$ cat config.mk
export PLATFORM = sky130hd
export DESIGN_NAME = sevenseg_scan_ctrl_flat
export DESIGN_NICKNAME = d
export VERILOG_FILES = /design/src/rtl/sevenseg_scan_ctrl_pkg.sv /design/src/rtl/sevenseg_scan_ctrl_if.sv /design/src/rtl/digits_sevenseg.sv /design/src/rtl/sevenseg_scan_ctrl.sv /design/src/flat_wrapper.sv
export SDC_FILE = /design/constraint.sdc
export NUM_CORES = 1
export LEC_CHECK = 0
export BUFFER_PORTS_ARGS = -buffer_cell sky130_fd_sc_hd__buf_2
export CORE_MARGIN = 5
export CORE_UTILIZATION = 29
export DETAILED_ROUTE_END_ITERATION = 10
export PLACE_DENSITY_LB_ADDON = 0.08
export SLEW_MARGIN = 40
export SYNTH_ARGS = -nofsm -noshare
export SYNTH_HDL_FRONTEND = slang
export SYNTH_SLANG_ARGS = --single-unit
$ cat constraint.sdc
create_clock -name clk -period 5.7 [get_ports clk]
set_clock_uncertainty 0.05 [all_clocks]
set_input_delay 1.14 -clock clk [delete_from_list [all_inputs] [get_ports clk]]
set_output_delay 1.14 -clock clk [all_outputs]
set_load 0.005 [all_outputs]
$ cat src/rtl/sevenseg_scan_ctrl_pkg.sv
// Shared definitions for the multiplexed seven-segment scan controller:
// scan state encoding and the hex-to-segment table.
package sevenseg_scan_ctrl_pkg;

    localparam int unsigned SEG_W     = 7;
    localparam logic [6:0]  SEG_BLANK = 7'h00;

    typedef enum logic {
        BLANK = 1'b0,
        SHOW  = 1'b1
    } state_t;

    // Segment order is {g,f,e,d,c,b,a}, active high.
    function automatic logic [6:0] hex_to_seg(input logic [3:0] nib);
        logic [6:0] s;
        case (nib)
            4'h0:    s = 7'h3f;
            4'h1:    s = 7'h06;
            4'h2:    s = 7'h5b;
            4'h3:    s = 7'h4f;
            4'h4:    s = 7'h66;
            4'h5:    s = 7'h6d;
            4'h6:    s = 7'h7d;
            4'h7:    s = 7'h07;
            4'h8:    s = 7'h7f;
            4'h9:    s = 7'h67;
            4'ha:    s = 7'h77;
            4'hb:    s = 7'h7c;
            4'hc:    s = 7'h39;
            4'hd:    s = 7'h5e;
            4'he:    s = 7'h79;
            4'hf:    s = 7'h71;
            default: s = SEG_BLANK;
        endcase
        return s;
    endfunction

endpackage

$ cat src/rtl/sevenseg_scan_ctrl_if.sv
// Load handshake and display-drive bundle of the seven-segment scan controller.
interface sevenseg_scan_ctrl_if
    import sevenseg_scan_ctrl_pkg::*;
#(
    parameter int unsigned NDIG = 4
);
    logic                 load;
    logic                 ready;
    logic [4*NDIG-1:0]    data;
    logic [NDIG-1:0]      dp_in;
    logic                 lz_blank;
    logic [SEG_W-1:0]     seg;
    logic                 dp;
    logic [NDIG-1:0]      dig_en;
    logic                 frame_start;

    modport master (
        output load, data, dp_in, lz_blank,
        input  ready, seg, dp, dig_en, frame_start
    );

    modport slave (
        input  load, data, dp_in, lz_blank,
        output ready, seg, dp, dig_en, frame_start
    );
endinterface

$ cat src/rtl/digits_sevenseg.sv
// Combinational hex nibble to seven-segment decoder.
module digits_sevenseg
    import sevenseg_scan_ctrl_pkg::*;
(
    input  logic [3:0] nib,
    output logic [6:0] seg
);
    assign seg = hex_to_seg(nib);
endmodule

$ cat src/rtl/sevenseg_scan_ctrl.sv
// Multiplexed seven-segment scan controller: BLANK/SHOW scan per digit,
// double-buffered display value swapped only at frame boundaries.
module sevenseg_scan_ctrl
    import sevenseg_scan_ctrl_pkg::*;
#(
    parameter int unsigned NDIG      = 4,
    parameter logic [15:0] DWELL     = 16'd5000,
    parameter logic [7:0]  BLANK_CYC = 8'd50
) (
    input logic                 clk,
    input logic                 rst_n,
    sevenseg_scan_ctrl_if.slave bus
);
    localparam int unsigned MAXC       = (int'(DWELL) > int'(BLANK_CYC)) ? int'(DWELL) : int'(BLANK_CYC);
    localparam int unsigned CW         = $clog2(MAXC + 1);
    localparam int unsigned IW         = $clog2(NDIG);
    localparam logic [CW-1:0] SHOW_LAST  = CW'(DWELL - 16'd1);
    localparam logic [CW-1:0] BLANK_LAST = CW'(BLANK_CYC - 8'd1);
    localparam logic [IW-1:0] IDX_LAST   = IW'(NDIG - 1);

    state_t              state_r, state_s;
    logic [IW-1:0]       idx_r, idx_s;
    logic [CW-1:0]       cnt_r, cnt_s;
    logic                run_r;
    logic                enter_frame_s;

    logic [4*NDIG-1:0]   pend_r, active_r;
    logic [NDIG-1:0]     pend_dp_r, active_dp_r;
    logic                pend_valid_r;

    logic [3:0]          nib_s;
    logic                sel_dp_s;
    logic                hide_s;
    logic                zacc_s;
    logic [NDIG-1:0]     zero_from_s;
    logic [6:0]          dec_seg_s;

    logic [6:0]          seg_r, seg_s;
    logic                dp_r, dp_s;
    logic [NDIG-1:0]     dig_en_r, dig_en_s;
    logic                frame_start_r;

    // Scan sequencing; run_r low means the first edge after reset opens frame 0.
    always_comb begin
        state_s       = state_r;
        idx_s         = idx_r;
        cnt_s         = cnt_r;
        enter_frame_s = 1'b0;
        if (!run_r) begin
            state_s       = BLANK;
            idx_s         = {IW{1'b0}};
            cnt_s         = {CW{1'b0}};
            enter_frame_s = 1'b1;
        end else begin
            case (state_r)
                BLANK: begin
                    if (cnt_r == BLANK_LAST) begin
                        state_s = SHOW;
                        cnt_s   = {CW{1'b0}};
                    end else begin
                        cnt_s = cnt_r + {{(CW-1){1'b0}}, 1'b1};
                    end
                end
                SHOW: begin
                    if (cnt_r == SHOW_LAST) begin
                        state_s = BLANK;
                        cnt_s   = {CW{1'b0}};
                        if (idx_r == IDX_LAST) begin
                            idx_s         = {IW{1'b0}};
                            enter_frame_s = 1'b1;
                        end else begin
                            idx_s = idx_r + {{(IW-1){1'b0}}, 1'b1};
                        end
                    end else begin
                        cnt_s = cnt_r + {{(CW-1){1'b0}}, 1'b1};
                    end
                end
                default: begin
                    state_s = BLANK;
                    idx_s   = {IW{1'b0}};
                    cnt_s   = {CW{1'b0}};
                end
            endcase
        end
    end

    // Select the nibble/dp of the digit about to be lit and evaluate leading-zero blanking.
    always_comb begin
        nib_s       = 4'h0;
        sel_dp_s    = 1'b0;
        hide_s      = 1'b0;
        zacc_s      = 1'b1;
        zero_from_s = {NDIG{1'b0}};
        for (int i = int'(NDIG) - 1; i >= 0; i--) begin
            zacc_s         = zacc_s & (active_r[4*i +: 4] == 4'h0);
            zero_from_s[i] = zacc_s;
        end
        for (int i = 0; i < int'(NDIG); i++) begin
            nib_s    = (idx_s == IW'(i)) ? active_r[4*i +: 4] : nib_s;
            sel_dp_s = (idx_s == IW'(i)) ? active_dp_r[i] : sel_dp_s;
            hide_s   = (idx_s == IW'(i)) ? (bus.lz_blank && (i != 0) && zero_from_s[i]) : hide_s;
        end
    end

    digits_sevenseg u_dec (
        .nib (nib_s),
        .seg (dec_seg_s)
    );

    // Next values of the display drive; all dark outside SHOW.
    always_comb begin
        dig_en_s = {NDIG{1'b0}};
        seg_s    = SEG_BLANK;
        dp_s     = 1'b0;
        if (state_s == SHOW) begin
            dig_en_s = {{(NDIG-1){1'b0}}, 1'b1} << idx_s;
            seg_s    = hide_s ? SEG_BLANK : dec_seg_s;
            dp_s     = sel_dp_s;
        end else begin
            dig_en_s = {NDIG{1'b0}};
            seg_s    = SEG_BLANK;
            dp_s     = 1'b0;
        end
    end

    // Scan state registers.
    always_ff @(posedge clk or negedge rst_n) begin
        if (!rst_n) begin
            state_r <= BLANK;
            idx_r   <= {IW{1'b0}};
            cnt_r   <= {CW{1'b0}};
            run_r   <= 1'b0;
        end else begin
            state_r <= state_s;
            idx_r   <= idx_s;
            cnt_r   <= cnt_s;
            run_r   <= 1'b1;
        end
    end

    // Pending/active buffers: swap only when a frame opens so a frame never tears.
    always_ff @(posedge clk or negedge rst_n) begin
        if (!rst_n) begin
            pend_r       <= {(4*NDIG){1'b0}};
            pend_dp_r    <= {NDIG{1'b0}};
            pend_valid_r <= 1'b0;
            active_r     <= {(4*NDIG){1'b0}};
            active_dp_r  <= {NDIG{1'b0}};
        end else if (enter_frame_s && pend_valid_r) begin
            active_r     <= pend_r;
            active_dp_r  <= pend_dp_r;
            pend_valid_r <= 1'b0;
        end else if (bus.load && !pend_valid_r) begin
            pend_r       <= bus.data;
            pend_dp_r    <= bus.dp_in;
            pend_valid_r <= 1'b1;
        end else begin
            pend_valid_r <= pend_valid_r;
        end
    end

    // Output registers, all updated on the same edge as the scan state.
    always_ff @(posedge clk or negedge rst_n) begin
        if (!rst_n) begin
            seg_r         <= SEG_BLANK;
            dp_r          <= 1'b0;
            dig_en_r      <= {NDIG{1'b0}};
            frame_start_r <= 1'b0;
        end else begin
            seg_r         <= seg_s;
            dp_r          <= dp_s;
            dig_en_r      <= dig_en_s;
            frame_start_r <= enter_frame_s;
        end
    end

    assign bus.ready       = ~pend_valid_r;
    assign bus.seg         = seg_r;
    assign bus.dp          = dp_r;
    assign bus.dig_en      = dig_en_r;
    assign bus.frame_start = frame_start_r;

endmodule

$ cat src/flat_wrapper.sv
// flat-port wrapper written by rule: the top's interface ports become plain ports
module sevenseg_scan_ctrl_flat import sevenseg_scan_ctrl_pkg::*;
#(
    parameter int unsigned NDIG      = 4,
    parameter logic [15:0] DWELL     = 16'd5000,
    parameter logic [7:0]  BLANK_CYC = 8'd50
)
  (clk, rst_n, bus_load, bus_data, bus_dp_in, bus_lz_blank, bus_ready, bus_seg, bus_dp, bus_dig_en, bus_frame_start);
  sevenseg_scan_ctrl_if #(.NDIG(NDIG)) bus_i ();
  input logic clk;
  input logic rst_n;
  input wire logic [$bits(bus_i.load)-1:0] bus_load;
  input wire logic [$bits(bus_i.data)-1:0] bus_data;
  input wire logic [$bits(bus_i.dp_in)-1:0] bus_dp_in;
  input wire logic [$bits(bus_i.lz_blank)-1:0] bus_lz_blank;
  output wire logic [$bits(bus_i.ready)-1:0] bus_ready;
  output wire logic [$bits(bus_i.seg)-1:0] bus_seg;
  output wire logic [$bits(bus_i.dp)-1:0] bus_dp;
  output wire logic [$bits(bus_i.dig_en)-1:0] bus_dig_en;
  output wire logic [$bits(bus_i.frame_start)-1:0] bus_frame_start;
  assign bus_i.load = bus_load;
  assign bus_i.data = bus_data;
  assign bus_i.dp_in = bus_dp_in;
  assign bus_i.lz_blank = bus_lz_blank;
  assign bus_ready = bus_i.ready;
  assign bus_seg = bus_i.seg;
  assign bus_dp = bus_i.dp;
  assign bus_dig_en = bus_i.dig_en;
  assign bus_frame_start = bus_i.frame_start;
  sevenseg_scan_ctrl #(.NDIG(NDIG), .DWELL(DWELL), .BLANK_CYC(BLANK_CYC)) u_core (.clk(clk), .rst_n(rst_n), .bus(bus_i));
endmodule
==> out/summary.txt <==
grt total ovfl - 0
io pins - 38
Max Freq - 0.240 GHz
status - finished, final reports clean
cts repair resizes - 0
Post-CTS Setup Repair Bufs - 0
Post-synth top cells - dfrtp_1 (71), mux2_2 (45), nor2_1 (20)
post-synthesis sequential area ratio - 0.542
Clock transition at path regs - 0.06 ns
ANT nets after route - 0
Final Max Slew Viols - 0
first-pass GRT wire length - 11600 um
Ant. Diodes - 0
leakage power - 1.79 nW
Critical Path RT - 5.86 ns
CP Launch Type - register
syn avg cell area - 12.4 sq um
Post-CTS Hold Buffers - 0
clock latency on the worst-skew pair - 0.33 ns
Top FF cell, synth - dfrtp_1
Hold Vio Cnt, Final - 0
area leader, netlist - dfrtp_1
number of flops mapped to enable cells by yosys - 0
Async S/R FF share, synth - 1.00
Total Neg Setup Slack - 0 ns
die width - 116 um
Slew headroom - 0.470
Fillers - 1086
GPL Wtd Cong - 0.779
core area - 11000 sq um
Die ar. - 13500 sq um
Pwr Total - 1.58 mW
hold crit path type - reg2reg
Final Util - 0.361
H-tree Lvls - 3
TritonCTS Buffers - 9
initial antenna violation count - 0
DRT Pass-1 Iters - 4
worst vdd rail ir drop - 148 uV
vias in the first global route - 2180
RSZ-0062 raised after global routing - no
CP arrival - 4.33 ns
cells after synthesis - 264
syn nets - 297
yosys synthesis warning count - 0
CTS max path bufs - 2
nets - 340
wirelength, routed - 6800 um
DR WL/cell - 15.0 um
vias per std cell - 4.69
Pwr Density - 399 nW/um^2
Worst Tran Pin Value - 0.786 ns
CTS tree - done
Port Buffer Count - 37
part of the cycle the worst path needs - 0.732
most common cell in the netlist - dfrtp_1
Synth Cell Area - 3280 sq um
CTS sink count - 71
dpl hpwl - 4770 um
Synth cell types - 44
top post-synthesis cells by area - dfrtp_1 (54%), mux2_2 (15%), ha_1 (3.4%), nor2_1 (2.3%), mux2i_1 (1.8%)
Initial Util - 0.299
Cell Area, Placed - 3640 sq um
GRT Util Overall - 0.110
Via Count - 2118
row count - 38
post-synth top area share - 0.542
register bit total from synthesis - 71
DRC - 0
DR iter-0 viols - 80
post-route cell area - 3960 sq um
final setup fails - 0
Root Buffer - clkbuf_16
Max Cap Viol - 0
CP max FO - 8
largest net degree at the start of global routing - 72
layout cells sized above 1 - 0.365
die height - 116 um
area grow syn2layout - 20.8%
endpoint type of the worst setup path - register
clock period minus worst slack - 4.17 ns
Crit Path Category - reg2reg
[per-layer routing]
layer	global-route usage	part of all wire	vias to the layer above	routed length [um]
met1	0.158	0.52	1031	3540
li1	-	-	1029	-
met5	0	0	-	0
met2	0.159	0.42	50	2840
met3	0.0306	0.047	8	319
met4	0.0394	0.015	0	103
[sequential cells by signal, summed over array words and instances (netlist names), 2 cells and up]
| register | count |
|---|---|
| u_core.pend_dp_r | 4 |
| u_core.cnt_r | 13 |
| u_core.bus.seg | 7 |
| u_core.pend_r | 16 |
| u_core.active_r | 16 |
| u_core.idx_r | 2 |
| u_core.active_dp_r | 4 |
| u_core.bus.dig_en | 4 |
[report_power, final]
part / internal [mW] / total (mW) / switching, mW
combinational: 0.165 / 0.323 / 0.159
clock: 0.375 / 0.586 / 0.211
sequential: 0.601 / 0.672 / 0.0701
total: 1.14 / 1.58 / 0.439
[logic make-up after synthesis]
kind of cell / share of synthesized area
AOI/OAI and AO/OA: 0.0733
xor gates and xnor gates: 0.0294
adders and majority gates: 0.0343
buffers and inverters: 0.0206
DFF: 0.542
muxes: 0.184
other: 0.00114
and+or+nand+nor: 0.116
[per-stage QoR]
step           setup slack [ns]  hold slack, ns  instances
2_1_floorplan              1.91           0.424        264
3_3_place_gp               1.56           0.442        436
3_5_place_dp               1.31           0.445        436
4_1_cts                    1.27           0.458        452
5_1_grt                    1.30           0.470        452
6_report                   1.53           0.452        452
[final timing paths]
kind,cells after the start,endpoint,startpoint,slack (ns)
worst max-delay path,11,u_core.bus.seg[3]$_DFF_PN0_,u_core.cnt_r[6]$_DFF_PN0_,1.53
worst min-delay path,1,u_core.active_dp_r[1]$_DFFE_PN0P_,u_core.pend_dp_r[1]$_DFFE_PN0P_,0.45
worst max register to register,11,u_core.bus.seg[3]$_DFF_PN0_,u_core.cnt_r[6]$_DFF_PN0_,1.53
worst min register to register,1,u_core.active_dp_r[1]$_DFFE_PN0P_,u_core.pend_dp_r[1]$_DFFE_PN0P_,0.45
min in group asynchronous,2,u_core.cnt_r[12]$_DFF_PN0_,rst_n,0.86
max in group asynchronous,2,u_core.bus.seg[0]$_DFF_PN0_,rst_n,4.26
[worst max-delay path, cell delays in order (launching register included)]
cell	delay [ns]
dfrtp_1	0.41
or4_4	0.56
nor4_4	0.49
mux2i_2	0.63
clkinv_1	0.41
mux2_2	0.39
inv_1	0.08
ha_1	0.31
inv_1	0.11
nor3_1	0.07
o21ba_2	0.23
o31a_1	0.29
[cell type report]
| cell class | count | area, sq um | share of cell area |
|---|---|---|---|
| Timing Repair Buffer | 38 | 196 | 0.0496 |
| Multi-Input combinational cell | 176 | 1450 | 0.367 |
| Clock buffer | 12 | 267 | 0.0673 |
| Clock inverter | 4 | 51.3 | 0.0130 |
| Tap cell | 140 | 175 | 0.0442 |
| Sequential cell | 71 | 1780 | 0.449 |
| Inverter | 11 | 41.3 | 0.0104 |
[cells in the final DEF (no fill, tap or decap), drive strengths merged, types with 7 or more instances in the layout]
cell type,count
nand2,14
inv,11
nor2,20
clkbuf,12
mux2,45
nor3,10
nand3,7
dfrtp,71
ha,9
mux2i,7
buf,38
Power figures use the tool's default switching activity.
